==> config.mk <==
export PLATFORM = sky130hd
export DESIGN_NAME = adc_fault_monitor
export DESIGN_NICKNAME = d
export VERILOG_FILES = /design/src/rtl/adc_mon_pkg.sv /design/src/rtl/sync_fifo.sv /design/src/rtl/adc_fault_monitor.sv
export SDC_FILE = /design/constraint.sdc
export NUM_CORES = 1
export LEC_CHECK = 0
export ABC_AREA = 1
export CAP_MARGIN = 40
export CELL_PAD_IN_SITES_DETAIL_PLACEMENT = 0
export CELL_PAD_IN_SITES_GLOBAL_PLACEMENT = 1
export CORE_AREA = 2 2 183 185
export CTS_CLUSTER_SIZE = 30
export DETAILED_ROUTE_END_ITERATION = 7
export DIE_AREA = 0 0 185 187
export DONT_BUFFER_PORTS = 1
export PLACE_DENSITY = 0.88
export SYNTH_ARGS = -nofsm -noshare
export SYNTH_HDL_FRONTEND = slang
export SYNTH_SLANG_ARGS = --single-unit
==> constraint.sdc <==
create_clock -name clk -period 3.5 [get_ports clk]
set_input_delay 0 -clock clk [delete_from_list [all_inputs] [get_ports clk]]
set_output_delay 0 -clock clk [all_outputs]
set_load 0.01 [all_outputs]
==> src/rtl/adc_mon_pkg.sv <==
// Shared types for the ADC fault monitor: FSM state encoding and fault codes.
package adc_mon_pkg;

    typedef enum logic [1:0] {
        FILL    = 2'd0,
        MONITOR = 2'd1,
        FAULT   = 2'd2
    } mon_state_e;

    localparam logic [1:0] FC_NONE  = 2'b00;
    localparam logic [1:0] FC_OVER  = 2'b01;
    localparam logic [1:0] FC_UNDER = 2'b10;

endpackage

==> src/rtl/sync_fifo.sv <==
// First-word-fall-through capture FIFO with sticky overflow.
// Pointers carry one extra MSB so full and empty are distinguishable.
module sync_fifo #(
    parameter int DATA_W  = 12,
    parameter int FIFO_AW = 4
) (
    input  logic              clk,
    input  logic              rst,
    input  logic              wr_en_i,
    input  logic [DATA_W-1:0] wr_data_i,
    input  logic              rd_en_i,
    output logic [DATA_W-1:0] rd_data_o,
    output logic              empty_o,
    output logic              full_o,
    output logic              overflow_o
);

    localparam int DEPTH = 1 << FIFO_AW;

    logic [DATA_W-1:0] mem_q [DEPTH];
    logic [FIFO_AW:0]  wptr_q, wptr_d;
    logic [FIFO_AW:0]  rptr_q, rptr_d;
    logic              overflow_q, overflow_d;
    logic              do_rd, do_wr;

    assign empty_o = (wptr_q == rptr_q);
    assign full_o  = (wptr_q[FIFO_AW] != rptr_q[FIFO_AW]) &&
                     (wptr_q[FIFO_AW-1:0] == rptr_q[FIFO_AW-1:0]);

    // A pop in the same cycle frees the slot, so a write into a full FIFO still lands.
    assign do_rd = rd_en_i && !empty_o;
    assign do_wr = wr_en_i && (!full_o || do_rd);

    always_comb begin
        wptr_d     = wptr_q;
        rptr_d     = rptr_q;
        overflow_d = overflow_q;
        if (do_wr) wptr_d = wptr_q + 1'b1;
        if (do_rd) rptr_d = rptr_q + 1'b1;
        if (wr_en_i && !do_wr) overflow_d = 1'b1;
    end

    always_ff @(posedge clk) begin
        if (rst) begin
            wptr_q     <= '0;
            rptr_q     <= '0;
            overflow_q <= 1'b0;
        end else begin
            wptr_q     <= wptr_d;
            rptr_q     <= rptr_d;
            overflow_q <= overflow_d;
        end
    end

    always_ff @(posedge clk) begin
        if (do_wr) mem_q[wptr_q[FIFO_AW-1:0]] <= wr_data_i;
    end

    assign rd_data_o  = empty_o ? '0 : mem_q[rptr_q[FIFO_AW-1:0]];
    assign overflow_o = overflow_q;

endmodule

==> src/rtl/adc_fault_monitor.sv <==
// ADC sample monitor: moving average, latched over/under-range fault, raw capture FIFO.
// Define FAULT_FREEZE_EN to block FIFO writes while a fault is latched.
//
// state   | meaning
// FILL    | ring not yet full, avg_valid suppressed
// MONITOR | classify each average against thresholds
// FAULT   | fault latched, counters frozen until clear_fault
module adc_fault_monitor
    import adc_mon_pkg::*;
#(
    parameter int DATA_W    = 12,
    parameter int AVG_LOG2  = 3,
    parameter int FAULT_CNT = 4,
    parameter int FIFO_AW   = 4
) (
    input  logic              clk,
    input  logic              rst,
    input  logic [DATA_W-1:0] sample_in,
    input  logic              sample_valid,
    input  logic [DATA_W-1:0] thresh_hi,
    input  logic [DATA_W-1:0] thresh_lo,
    input  logic              clear_fault,
    output logic [DATA_W-1:0] avg_out,
    output logic              avg_valid,
    output logic              fault,
    output logic [1:0]        fault_code,
    input  logic              rd_en,
    output logic [DATA_W-1:0] rd_data,
    output logic              empty,
    output logic              full,
    output logic              overflow
);

    localparam int          DEPTH    = 1 << AVG_LOG2;
    localparam int          SUM_W    = DATA_W + AVG_LOG2;
    localparam logic [7:0]  TRIP_CNT = FAULT_CNT[7:0];
    localparam logic [AVG_LOG2-1:0] LAST_SLOT = AVG_LOG2'(DEPTH - 1);

    mon_state_e          state_q, state_d;
    logic [DATA_W-1:0]   ring_q [DEPTH];
    logic [AVG_LOG2-1:0] wptr_q;
    logic [SUM_W-1:0]    sum_q, sum_d;
    logic [DATA_W-1:0]   avg_q;
    logic                avg_valid_q, avg_valid_d;
    logic [7:0]          over_q, over_d;
    logic [7:0]          under_q, under_d;
    logic [1:0]          code_q, code_d;
    logic                fifo_wr;

    assign sum_d = sum_q + SUM_W'(sample_in) - SUM_W'(ring_q[wptr_q]);

    // During FILL the write pointer doubles as the fill count.
    assign avg_valid_d = sample_valid && ((state_q != FILL) || (wptr_q == LAST_SLOT));

    always_ff @(posedge clk) begin
        if (rst) begin
            for (int i = 0; i < DEPTH; i++) ring_q[i] <= '0;
            wptr_q      <= '0;
            sum_q       <= '0;
            avg_q       <= '0;
            avg_valid_q <= 1'b0;
        end else begin
            avg_valid_q <= avg_valid_d;
            if (sample_valid) begin
                ring_q[wptr_q] <= sample_in;
                wptr_q         <= wptr_q + 1'b1;
                sum_q          <= sum_d;
                avg_q          <= sum_d[SUM_W-1:AVG_LOG2];
            end
        end
    end

    always_comb begin
        state_d = state_q;
        over_d  = over_q;
        under_d = under_q;
        code_d  = code_q;
        case (state_q)
            FILL: begin
                if (sample_valid && (wptr_q == LAST_SLOT)) state_d = MONITOR;
            end
            MONITOR: begin
                if (avg_valid_q) begin
                    // Over is tested first so a misconfigured lo > hi reports over.
                    if (avg_q > thresh_hi) begin
                        over_d  = over_q + 1'b1;
                        under_d = '0;
                    end else if (avg_q < thresh_lo) begin
                        under_d = under_q + 1'b1;
                        over_d  = '0;
                    end else begin
                        over_d  = '0;
                        under_d = '0;
                    end
                    if ((over_d == TRIP_CNT) || (under_d == TRIP_CNT)) begin
                        if (clear_fault) begin
                            over_d  = '0;
                            under_d = '0;
                        end else begin
                            state_d = FAULT;
                            code_d  = (over_d == TRIP_CNT) ? FC_OVER : FC_UNDER;
                        end
                    end
                end
            end
            FAULT: begin
                if (clear_fault) begin
                    state_d = MONITOR;
                    over_d  = '0;
                    under_d = '0;
                    code_d  = FC_NONE;
                end
            end
            default: state_d = FILL;
        endcase
    end

    always_ff @(posedge clk) begin
        if (rst) begin
            state_q <= FILL;
            over_q  <= '0;
            under_q <= '0;
            code_q  <= FC_NONE;
        end else begin
            state_q <= state_d;
            over_q  <= over_d;
            under_q <= under_d;
            code_q  <= code_d;
        end
    end

    assign avg_out    = avg_q;
    assign avg_valid  = avg_valid_q;
    assign fault      = (state_q == FAULT);
    assign fault_code = code_q;

`ifdef FAULT_FREEZE_EN
    assign fifo_wr = sample_valid && !fault;
`else
    assign fifo_wr = sample_valid;
`endif

    sync_fifo #(
        .DATA_W  (DATA_W),
        .FIFO_AW (FIFO_AW)
    ) u_fifo (
        .clk        (clk),
        .rst        (rst),
        .wr_en_i    (fifo_wr),
        .wr_data_i  (sample_in),
        .rd_en_i    (rd_en),
        .rd_data_o  (rd_data),
        .empty_o    (empty),
        .full_o     (full),
        .overflow_o (overflow)
    );

endmodule

======== Word-level counts from Yosys, hierarchy flattened ========
Memory sizes are Yosys's and may differ from the RTL's. A register that Yosys moved wholly into a read port is not among the register bits.
Index checks and enable logic that the tools add are counted.
cells by class
  add/sub/neg operators ................... 7
  mux-type cells .......................... 43
  reductions and logical operators ........ 19
  eq/ne operators ......................... 13
  magnitude comparators ................... 2
operators by type and width
  cell                                           number
  two-way mux 8 bit                              14
  one-hot mux 8 bit (2 select lines)             2
  two-way mux 12 bit                             2
  two-way mux 2 bit                              10
  adder 8 x 1 -> 8 bit, second input constant    2
  == test 8 x 3 -> 1 bit, second input constant  2
  adder 15 x 12 -> 15 bit                        1
  subtractor 15 x 12 -> 15 bit                   1
  > comparator 12 bit                            1
  less-than comparator 12 bit                    1
  OR reduction 12 bit                            1
  adder 5 x 1 -> 5 bit, second input constant    2
  inequality test 2 bit, second input constant   5
  AND reduction 5 bit                            2
  two-way mux 3 bit                              3
  two-way mux 1 bit                              8
  two-way mux 4 bit                              2
  logical AND 1 bit                              6
  one-hot mux 2 bit (3 select lines)             1
  == test 5 bit                                  1
  == test 4 bit                                  1
  one-hot mux 2 bit (2 select lines)             1
  nonzero test 2 bit                             2
  adder 3 x 1 -> 3 bit, second input constant    1
  8 further kinds                                12
storage, ports and cells
  output and inout bits ................... 31
  input port bits ......................... 41
  memory bits (writable) .................. 288
  flip-flop bits (word level) ............. 62
  memories kept ........................... 2
  word-level logic and storage cells ...... 97
memory list
  memory        words  width  rd ports  clocked after Yosys merged registers in  wr ports  line                     RTL
  u_fifo.mem_q  16     12     1         1                                        1         sync_fifo.sv:20          logic [DATA_W-1:0] mem_q [DEPTH];
  ring_q        8      12     1         1                                        8         adc_fault_monitor.sv:40  logic [DATA_W-1:0] ring_q [DEPTH];

======== Longest topological paths before layout ========
  depth in word-level cells ............... 10
  gate-level depth with buffers ........... 21
  depth with buffers taken out ............ 19

======== Modules after synthesis ========
Synthesis repeated with hierarchy kept, for this count alone.
second synthesis, totals
  cell total of the unflattened synthesis .. 1711
  area, all modules ....................... 16723.5 um^2
by module, submodules not included
  module             seq. area each (um^2)  times used  area an instance (um^2)  cells each
  sync_fifo          6065.8                 1           8753.4                   755
  adc_fault_monitor  3723.6                 1           7970.1                   956

======== Worst setup path before layout ========
No wires, ideal clock.
  kind .................................... reg-to-reg
  start point ............................. register (tool-made name)
  end point ............................... register sum_q[14]
  path buffers ............................ 2
  setup time .............................. 122 ps
  data arrival time ....................... 3008 ps
  cell stages (with the launch flop) ...... 21
  clock period less this slack ............ 3130 ps
  setup slack ............................. 370 ps
  data required time ...................... 3378 ps
  cells stage by stage .................... dfxtp_1 inv_1 clkbuf_1 clkbuf_1 nor2_1 o22ai_1 nor2_1 a31oi_1 fa_1 inv_1 ha_1 a21oi_1 o21ai_0 nand2_1 nand3_1 nand2_1 nand3_1 a21oi_1 o21ai_0 o21ai_0 a21oi_1
RTL lines
  what                  line                     RTL
  end signal, assigned  adc_fault_monitor.sv:67  sum_q <= sum_d;
  end, declared         adc_fault_monitor.sv:42  logic [SUM_W-1:0] sum_q, sum_d;

==> metrics <==
status completed; CP Capture Type flip-flop; DRT antenna net count 0; Max stage delay on crit path 0.50 ns; Post-Syn Area 16400 µm²; Area Growth Syn to Fin 11.8%; internal power 7.74 mW; CTS root buf clkbuf_16; TritonCTS clock tree done; Clock Pin Slew Worst Setup and Hold Paths 0.07 ns; CTS sink cnt 345; highest clock rate 307 MHz; switching pwr 3.39 mW; Max clock buf depth 3; Post-synth EDFFs 288; Net Sw Frac 0.304; vias in the first global route 11100; CTS Buf Count 37; first-pass GRT wire length 58.9 mm; Met3 Wirelength 2.27 mm; share of the synthesized area in the top cell type 0.527; DIE AREA 34600 µm²; Reg power frac 0.431; Power Dens Cells 605 nW/µm²; Startpoint Class flip-flop; worst path bufs/invs 5; Sequential Area 9800 µm²; Max Cap Viol 0; Tot Pwr 11.1 mW; Final HPWL DP 24.7 mm; post-CTS setup buffer count 0; # fillers 2829; Highest Signal Layer met5; initial DRC count 822; Worst Path Arrival 3.67 ns; share of cells above drive strength 1 0.0745; Max-slew headroom 0.425; final core utilization 0.559; initial antenna violation count 2; drt via density 5.40; chip width 185 µm; H-tree levels 2; Cell Chain, Critical Path inv_2, buf_12, buf_4, o21ai_0, a31oi_1, fa_1, inv_1, ha_1, a21oi_1, o21ai_0, inv_1, nand3_1, nand2_1, nand3_1, a21oi_1, o21ai_0, o21ai_0, a21oi_1; Final Setup Violations 0; Worst VDD drop 0.475 mV; worst hold path class in2reg; final setup margin 0.244 ns; Row Count 67; Clock Power Share 0.340; # nets final 1710; Tcrit/Tclk final 0.930; Buffers on Ports 0; reg2reg setup slack 0.24 ns; Synth area leader edfxtp_1; Worst-Margin Slew 0.861 ns; All-Layer GR Usage 0.216; critical path's most frequent cell o21ai_0; metal2 WL 17.8 mm; Pleak 7.12 nW; DRC Markers 0; WL/cell 17.6 µm; minimum clock period 3.26 ns; critical path data required time 3.92 ns; register bit total from synthesis 345; final hold violations 0; commonest non-fill, non-tap cell in the layout edfxtp_1; async set or reset register ratio after synthesis 0; Syn Area/Cell 10.3 µm²; DIE HEIGHT 187 µm; Yosys cell types 42; ranking of synthesized cells by area edfxtp_1 (53%), dfxtp_1 (6.9%), nor2_1 (5.6%), inv_1 (4.5%), o21ai_0 (4.0%); top_reg_cell synth edfxtp_1; yosys warns 0; max-slew violation count 0; Post-Route Setup TNS 0 ns; pre-CTS setup slack 0.160 ns; starting density of the core 0.500; largest net degree at the start of global routing 61; multi-input logic area 5460 µm²; WL final 36.7 mm; CP top delay family compound AO/OA/AOI/OAI gates; sequential fraction of the synthesis area 0.596; Core ar. 32900 µm²; net count after synthesis 1697; grt ovf 0; RSZ-0062 raised after global routing false; RD Place Congestion 0.867; WL met1 15.9 mm; most frequent cells in the layout edfxtp_1 (288), nor2_1 (247), inv_1 (197); Final Skew 0.0231 ns; CP max stage cell fa_1; HP Start thresh_lo[11]; io pins 72; Logic pwr share 0.230; critical path class reg2reg; clk_lat worst skew 0.53 ns; via count 11300; Hold Slack 0.138 ns; Crit Path Max Fanout 27; drt first pass iters 5; cell count after synthesis 1597
[registers in the layout, indices dropped and copies added (netlist names), named ones only]
signal and cells:
under_q 8, u_fifo.mem_q 192, avg_valid 1, u_fifo.wptr_q 5, u_fifo.rptr_q 5, sum_q 15, wptr_q 3, u_fifo.overflow_o 1
ring_q 96, state_q 2, fault_code 2, over_q 8
[power groups by stage]
stage	clock network [mW]	registers, mW	logic (mW)
2_1_floorplan	0	4.77	2.01
3_3_place_gp	0	4.91	2.37
3_5_place_dp	0	4.88	2.46
4_1_cts	3.85	4.79	2.54
5_1_grt	4.01	4.81	2.92
6_report	3.78	4.79	2.55
[cell usage after synthesis, types with 9 or more instances]
library cell / count
edfxtp_1: 288
nor2_1: 247
inv_1: 198
nand2_1: 145
o21ai_0: 131
a21oi_1: 124
nand3_1: 64
dfxtp_1: 57
clkbuf_1: 51
o211ai_1: 50
mux2i_1: 48
ha_1: 47
a31oi_1: 13
buf_4: 13
fa_1: 12
o22ai_1: 12
xor2_1: 12
clkinv_1: 11
xnor2_1: 9
[layout make-up]
type,instances,area share
diodes,1,0.000136
well taps,448,0.0305
multi-input cells,960,0.297
repair buffers,57,0.0305
flip-flops and latches,345,0.533
inverters,209,0.0437
clock inverters,16,0.00763
clock buffers,51,0.0572
[stage by stage]
stage	instance area, µm²	std cells
2_1_floorplan	16400	1597
3_3_place_gp	16800	1991
3_5_place_dp	16900	2000
4_1_cts	18300	2086
5_1_grt	18400	2086
6_report	18400	2087
[layer usage]
layer | vias up | global-route usage
met5 | - | 0
met4 | 2 | 0.0549
met3 | 63 | 0.0417
met2 | 329 | 0.366
met1 | 5383 | 0.286
li1 | 5500 | -
[logic make-up (layout without fill, tap and decap cells)]
kind of cell               Yosys count  count (layout)  synth area share
adders and majority gates           59              59            0.0504
and+or+nand+nor                    488             488             0.124
buffers and inverters              292             333            0.0720
muxes                               48              48            0.0293
xor gates and xnor gates            21              21            0.0112
AOI/OAI and AO/OA                  344             344             0.117
other                                0               1                 0
DFF                                345             345             0.596
[path summary, 6_finish.rpt]
check                             endpoint  depth (start not counted)
worst max-delay path             sum_q[14]                         18
worst min-delay path            under_q[1]                          9
worst max register to register   sum_q[14]                         18
worst min register to register  under_q[7]                          2
[worst register-to-register path: stages (launching register included)]
cell     delay [ns]
dfxtp_2        0.36
inv_2          0.08
buf_12         0.16
buf_4          0.18
o21ai_0        0.21
a31oi_1        0.13
fa_1           0.50
inv_1          0.04
ha_1           0.34
a21oi_1        0.20
o21ai_0        0.10
inv_1          0.06
nand3_1        0.15
nand2_1        0.10
nand3_1        0.09
a21oi_1        0.12
o21ai_0        0.11
o21ai_0        0.15
a21oi_1        0.05
[what timing repair did]
| action | CTS | global route |
|---|---|---|
| endpoints found under the hold margin | 343 | 0 |
| hold buffers | 19 | 0 |
| endpoints found under the setup margin | 0 | 6 |
| gates resized for setup | 0 | 10 |
Power figures use the tool's default switching activity.
